**config.mk**
```make
export PLATFORM = sky130hd
export DESIGN_NAME = qpsk_tx_ctrl_flat
export DESIGN_NICKNAME = d
export VERILOG_FILES = /design/src/rtl/qpsk_tx_ctrl_if.sv /design/src/rtl/qpsk_tx_ctrl.sv /design/src/flat_wrapper.sv
export SDC_FILE = /design/constraint.sdc
export NUM_CORES = 1
export LEC_CHECK = 0
export BUFFER_PORTS_ARGS = -buffer_cell sky130_fd_sc_hd__clkbuf_2
export CORE_MARGIN = 2
export CORE_UTILIZATION = 25
export DETAILED_ROUTE_END_ITERATION = 10
export SYNTH_ARGS = -nofsm -noshare
export SYNTH_HDL_FRONTEND = slang
export SYNTH_SLANG_ARGS = --single-unit
```
**constraint.sdc**
```tcl
create_clock -name clk -period 5.12 [get_ports clk]
set_input_delay 0.256 -clock clk [delete_from_list [all_inputs] [get_ports clk]]
set_output_delay 0.256 -clock clk [all_outputs]
set_load 0.005 [all_outputs]
```
**src/rtl/qpsk_tx_ctrl_if.sv**
```systemverilog
// qpsk_tx_ctrl_if: host-control / filter-side bundle of the QPSK transmit sequencer.
//   i_start, i_stop : level-sampled start/stop requests from the host
//   i_burst_len     : symbols per burst, 0 = unlimited (only with QPSK_TX_CTRL_BURST_EN)
//   o_enable        : one-clock sample strobe to the I/Q filters
//   o_phase         : phase of the current symbol, 0..3
//   o_bit_i/o_bit_q : PRBS9 symbol bits for the I and Q channels
//   o_busy          : sequencer not idle
//   o_sym_cnt       : symbols completed since the last start, saturating
// Modports: master = host/filter side, slave = sequencer.
// Build option: QPSK_TX_CTRL_BURST_EN adds i_burst_len.
interface qpsk_tx_ctrl_if;
  logic        i_start;
  logic        i_stop;
`ifdef QPSK_TX_CTRL_BURST_EN
  logic [15:0] i_burst_len;
`endif
  logic        o_enable;
  logic [1:0]  o_phase;
  logic        o_bit_i;
  logic        o_bit_q;
  logic        o_busy;
  logic [15:0] o_sym_cnt;

  modport master (
`ifdef QPSK_TX_CTRL_BURST_EN
    output i_burst_len,
`endif
    output i_start, i_stop,
    input  o_enable, o_phase, o_bit_i, o_bit_q, o_busy, o_sym_cnt
  );

  modport slave (
`ifdef QPSK_TX_CTRL_BURST_EN
    input  i_burst_len,
`endif
    input  i_start, i_stop,
    output o_enable, o_phase, o_bit_i, o_bit_q, o_busy, o_sym_cnt
  );
endinterface

```
**src/rtl/qpsk_tx_ctrl.sv**
```systemverilog
// qpsk_tx_ctrl: QPSK transmit sequencer. Generates the sample-rate enable,
// the 2-bit symbol phase and one PRBS9 bit per channel (held for four
// enables), with a start/stop/drain FSM so transmission ends on a symbol
// boundary.
// Parameters: CLK_DIV (clocks per enable, 1..255), SEED_I / SEED_Q (nonzero PRBS9 seeds).
// Ports: clk, rst (synchronous, active-high), bus (qpsk_tx_ctrl_if.slave).
// Build option: QPSK_TX_CTRL_BURST_EN enables burst-length termination.
module qpsk_tx_ctrl #(
  parameter int unsigned CLK_DIV = 4,
  parameter logic [8:0]  SEED_I  = 9'h1AA,
  parameter logic [8:0]  SEED_Q  = 9'h1FE
) (
  input  logic          clk,
  input  logic          rst,
  qpsk_tx_ctrl_if.slave bus
);

  localparam int unsigned DIV_W = 8;
  localparam int unsigned CNT_W = 16;
  localparam logic [DIV_W-1:0] DIV_LAST = DIV_W'(CLK_DIV - 1);

  typedef enum logic [1:0] {IDLE, RUN, DRAIN} state_e;

  state_e             state_q, state_d;
  logic [DIV_W-1:0]   div_q, div_d;
  logic               en_q, en_d;
  logic [1:0]         phase_q, phase_d;
  logic [8:0]         prbs_i_q, prbs_i_d;
  logic [8:0]         prbs_q_q, prbs_q_d;
  logic               bit_i_q, bit_i_d;
  logic               bit_q_q, bit_q_d;
  logic               busy_q, busy_d;
  logic [CNT_W-1:0]   sym_cnt_q, sym_cnt_d;
`ifdef QPSK_TX_CTRL_BURST_EN
  logic [CNT_W-1:0]   burst_q, burst_d;
`endif

  logic               div_wrap;
  logic               boundary;
  logic [CNT_W-1:0]   sym_inc;
  logic [8:0]         step_i;
  logic [8:0]         step_q;
  logic               burst_done;

  // Enable is registered from the wrap decode, so phase/bits advance on the
  // edge that closes the enable cycle and are stable while the filters sample.
  assign div_wrap = (div_q == DIV_LAST);
  assign boundary = en_q && (phase_q == 2'd3);
  assign sym_inc  = (sym_cnt_q == {CNT_W{1'b1}}) ? sym_cnt_q : sym_cnt_q + CNT_W'(1);
  assign step_i   = {prbs_i_q[7:0], prbs_i_q[8] ^ prbs_i_q[4]};
  assign step_q   = {prbs_q_q[7:0], prbs_q_q[8] ^ prbs_q_q[4]};

  // Burst ends when the count about to be committed reaches the latched length.
`ifdef QPSK_TX_CTRL_BURST_EN
  assign burst_done = (burst_q != '0) && (sym_inc == burst_q);
`else
  assign burst_done = 1'b0;
`endif

  // State and datapath registers.
  always_ff @(posedge clk) begin
    if (rst) begin
      state_q   <= IDLE;
      div_q     <= '0;
      en_q      <= 1'b0;
      phase_q   <= '0;
      prbs_i_q  <= SEED_I;
      prbs_q_q  <= SEED_Q;
      bit_i_q   <= 1'b0;
      bit_q_q   <= 1'b0;
      busy_q    <= 1'b0;
      sym_cnt_q <= '0;
`ifdef QPSK_TX_CTRL_BURST_EN
      burst_q   <= '0;
`endif
    end else begin
      state_q   <= state_d;
      div_q     <= div_d;
      en_q      <= en_d;
      phase_q   <= phase_d;
      prbs_i_q  <= prbs_i_d;
      prbs_q_q  <= prbs_q_d;
      bit_i_q   <= bit_i_d;
      bit_q_q   <= bit_q_d;
      busy_q    <= busy_d;
      sym_cnt_q <= sym_cnt_d;
`ifdef QPSK_TX_CTRL_BURST_EN
      burst_q   <= burst_d;
`endif
    end
  end

  // Next-state and datapath update.
  always_comb begin
    state_d   = state_q;
    div_d     = div_q;
    en_d      = 1'b0;
    phase_d   = phase_q;
    prbs_i_d  = prbs_i_q;
    prbs_q_d  = prbs_q_q;
    bit_i_d   = bit_i_q;
    bit_q_d   = bit_q_q;
    sym_cnt_d = sym_cnt_q;
`ifdef QPSK_TX_CTRL_BURST_EN
    burst_d   = burst_q;
`endif

    case (state_q)
      IDLE: begin
        div_d   = '0;
        phase_d = '0;
        // Start wins over stop; stop has no meaning here.
        if (bus.i_start) begin
          state_d   = RUN;
          prbs_i_d  = SEED_I;
          prbs_q_d  = SEED_Q;
          bit_i_d   = SEED_I[8];
          bit_q_d   = SEED_Q[8];
          sym_cnt_d = '0;
`ifdef QPSK_TX_CTRL_BURST_EN
          burst_d   = bus.i_burst_len;
`endif
        end
      end

      RUN, DRAIN: begin
        en_d  = div_wrap;
        div_d = div_wrap ? '0 : div_q + DIV_W'(1);
        if (en_q) begin
          phase_d = phase_q + 2'd1;
        end
        if ((state_q == RUN) && bus.i_stop) begin
          state_d = DRAIN;
        end
        // Symbol boundary: count it, then either finish or step the PRBS.
        if (boundary) begin
          sym_cnt_d = sym_inc;
          if ((state_q == DRAIN) || burst_done) begin
            state_d = IDLE;
            en_d    = 1'b0;
            div_d   = '0;
            phase_d = '0;
          end else begin
            prbs_i_d = step_i;
            prbs_q_d = step_q;
            bit_i_d  = step_i[8];
            bit_q_d  = step_q[8];
          end
        end
      end

      default: begin
        state_d = IDLE;
      end
    endcase

    busy_d = (state_d != IDLE);
  end

  assign bus.o_enable  = en_q;
  assign bus.o_phase   = phase_q;
  assign bus.o_bit_i   = bit_i_q;
  assign bus.o_bit_q   = bit_q_q;
  assign bus.o_busy    = busy_q;
  assign bus.o_sym_cnt = sym_cnt_q;

endmodule

```
**src/flat_wrapper.sv**
```systemverilog
// flat-port wrapper written by rule: the top's interface ports become plain ports
module qpsk_tx_ctrl_flat 
#(
  parameter int unsigned CLK_DIV = 4,
  parameter logic [8:0]  SEED_I  = 9'h1AA,
  parameter logic [8:0]  SEED_Q  = 9'h1FE
)
  (clk, rst, bus_i_start, bus_i_stop, bus_o_enable, bus_o_phase, bus_o_bit_i, bus_o_bit_q, bus_o_busy, bus_o_sym_cnt);
  qpsk_tx_ctrl_if bus_i ();
  input  logic clk;
  input  logic rst;
  input wire logic [$bits(bus_i.i_start)-1:0] bus_i_start;
  input wire logic [$bits(bus_i.i_stop)-1:0] bus_i_stop;
  output wire logic [$bits(bus_i.o_enable)-1:0] bus_o_enable;
  output wire logic [$bits(bus_i.o_phase)-1:0] bus_o_phase;
  output wire logic [$bits(bus_i.o_bit_i)-1:0] bus_o_bit_i;
  output wire logic [$bits(bus_i.o_bit_q)-1:0] bus_o_bit_q;
  output wire logic [$bits(bus_i.o_busy)-1:0] bus_o_busy;
  output wire logic [$bits(bus_i.o_sym_cnt)-1:0] bus_o_sym_cnt;
  assign bus_i.i_start = bus_i_start;
  assign bus_i.i_stop = bus_i_stop;
  assign bus_o_enable = bus_i.o_enable;
  assign bus_o_phase = bus_i.o_phase;
  assign bus_o_bit_i = bus_i.o_bit_i;
  assign bus_o_bit_q = bus_i.o_bit_q;
  assign bus_o_busy = bus_i.o_busy;
  assign bus_o_sym_cnt = bus_i.o_sym_cnt;
  qpsk_tx_ctrl #(.CLK_DIV(CLK_DIV), .SEED_I(SEED_I), .SEED_Q(SEED_Q)) u_core (.clk(clk), .rst(rst), .bus(bus_i));
endmodule
```
==> metrics <==
CP Data Required Time=between 5 and 6 ns; Pins Over Slew Limit=0; Port-buffer cells=25; Max-slew headroom=0.436; DRT antenna net count=0; cell taking the most area after synthesis=dfxtp_1; Area Overhead vs Synth=13.0%; area of the multi-input gates=1160 µm²; Slew @ Worst Pin=0.844 ns; total vias in the final route=1786; first-pass GRT wire length=8050 µm; Inserted Diodes=0; crit-path max FO=24; post-DP HPWL=3240 µm; Post CTS Setup Buffer Count=0; worst setup margin=between 2 and 2.5 ns; period utilization=0.605; top_reg_cell synth=dfxtp_1; M3 GR Usage=0.0348; most frequent cells in the layout=dfxtp_1 (50), nor2_1 (25), clkbuf_2 (25), nand2_1 (20), nand3_1 (16); Synthesis Warnings=0; Initial Util=0.259; Ports=26; top cell type's share of synthesized area=0.444; DRC errors left=0; Final GP Congestion=0.748; cells after synthesis=252; Nets=282; CP startpoint kind=flop; Peak Freq=323 MHz; syn_nets=263; initial antenna violation count=0; vias in the first global route=approximately 1700; Storage cell area=1000 µm²; Mapped Area=2250 µm²; Fin. Hold Viols=0; overall power=747 µW; placed cell areas=2450 µm²; Reg clk slew, reported paths=0.10 ns; top cells by area, synth=dfxtp_1 (44%), o22a_1 (4.3%), nor2_1 (4.2%), ha_1 (3.9%), nand3_1 (3.6%); largest net degree at the start of global routing=30; CP arrival=3.29 ns; via-per-instance ratio=4.70; Final Setup Violations=0; die area=9790 µm²; status=completed; All-Layer GR Usage=0.0995; Worst Hold Class=input pin to flop; Starting DRT DRC Count=130; htree depth=2; MaxCap Viol Count=0; Pwr Density=293 nW/µm²; grt ovf=0; DP Worst Slack=2.02 ns; die width=99.0 µm; clock buffer depth=2; TritonCTS clock tree=done; Seq/Total Area, Yosys=0.444; core area=about 8700 µm²; CTS Sinks=50; Async S/R FF share, synth=0; drt pass-1 iters=4; Clock Latency Late Sink=0.30 ns; minimum clock period=3.10 ns; CTS buffer count=5; Worst Clk Skew=~0.0076 ns; root buf cell=clkbuf_8; row count=34; setup TNS=0 ns; met2 GRT Util=0.157; Die Y=99.0 µm; WL final=~4400 µm; met1 GRT Util=0.126; grt peak-use layer=met2; share of cells above drive strength 1=0.151; Hold-fix buffers, CTS=0; Lkg Pwr=0.919 nW; Yosys cell types=46; commonest non-fill, non-tap cell in the layout=dfxtp_1; final instance area=2550 µm²; FILL cells=898; Avg WL per Cell=11.7 µm; Worst Setup End Kind=flop; RSZ-0062 raised after global routing=false; EDFF count, synth=0; Synth Area per Inst=8.95 µm²; Yosys reg bits=50; PostCTS Resize Cnt=0; Setup Crit Path Kind=flop to flop; worst vdd ir=0.109 mV
[worst max-delay path, stage by stage, from the launching register on]
cell and delay (ns):
dfxtp_1 0.42, inv_1 0.09, ha_1 0.73, nor2_1 0.16
nor4b_2 0.77, nand2_1 0.18, or2_1 0.39, o22a_1 0.25
[cell usage after synthesis, drive strengths merged, types with 2 or more instances]
cell,number
dfxtp,50
nor2,25
nand2,20
nand3,16
a21oi,15
o22a,11
nor3,8
xnor2,8
buf,7
ha,7
inv,7
clkbuf,6
o21ai,6
xor2,6
and3,4
o21bai,4
o31ai,4
or2,4
a31oi,3
mux2i,3
nand4,3
nor2b,3
nor4,3
nor4b,3
a211oi,2
a21o,2
a22oi,2
and2,2
and4b,2
nand2b,2
nand3b,2
or3,2
or4,2
[sequential cells by signal, summed over array words and instances (netlist names)]
signal,cells
u_core.prbs_i_q,9
u_core.bus.o_bit_i,1
u_core.bus.o_enable,1
u_core.prbs_q_q,9
u_core.div_q,8
u_core.bus.o_bit_q,1
u_core.state_q,2
u_core.bus.o_phase,2
u_core.bus.o_busy,1
u_core.bus.o_sym_cnt,16
[layer usage]
| metal | part of all wire | vias to the layer above |
|---|---|---|
| li1 | - | 936 |
| met1 | 0.49 | 819 |
| met2 | 0.44 | 26 |
| met3 | 0.052 | 5 |
| met4 | 0.012 | 0 |
| met5 | 0 | - |
[worst paths after layout]
check,start,end,slack (ns),cells after the start
max reg2reg,u_core.state_q[0]$_SDFF_PP0_,u_core.prbs_q_q[1]$_SDFFE_PP1P_,2.02,7
min,bus_i_stop,u_core.state_q[0]$_SDFF_PP0_,0.31,4
max,u_core.state_q[0]$_SDFF_PP0_,u_core.prbs_q_q[1]$_SDFFE_PP1P_,2.02,7
min reg2reg,u_core.prbs_i_q[0]$_SDFFE_PP0P_,u_core.prbs_i_q[0]$_SDFFE_PP0P_,0.46,2
[power by group]
group	leakage, nW	internal [mW]	switching, mW
clock network	0.0514	0.111	0.134
logic	0.462	0.0311	0.0582
registers	0.405	0.403	0.00966
total	0.919	0.545	0.202
[cell families after synthesis]
logic type	Yosys count	share of synthesized area
simple gates	104	0.241
compound gates	54	0.164
flops	50	0.444
buf+inv	20	0.0438
xor+xnor	14	0.0544
fa+ha+maj	7	0.0388
mux	3	0.0133
[per-stage QoR]
stage	cells	hold slack [ns]	util
after floorplan	252	0.432	-
after global placement	372	0.447	0.281
after detailed placement	372	0.447	0.281
after CTS	380	0.302	0.292
after global routing	380	0.316	0.292
final	380	0.308	0.292
[cell type report]
class                   count  share of cell area
multi-input cells         182               0.456
flip-flops and latches     50               0.393
well taps                 108              0.0530
repair buffers             25              0.0491
clock buffers               6              0.0324
inverters                   7              0.0103
clock inverters             2             0.00687
No activity file was read; power rests on OpenSTA's default activity.
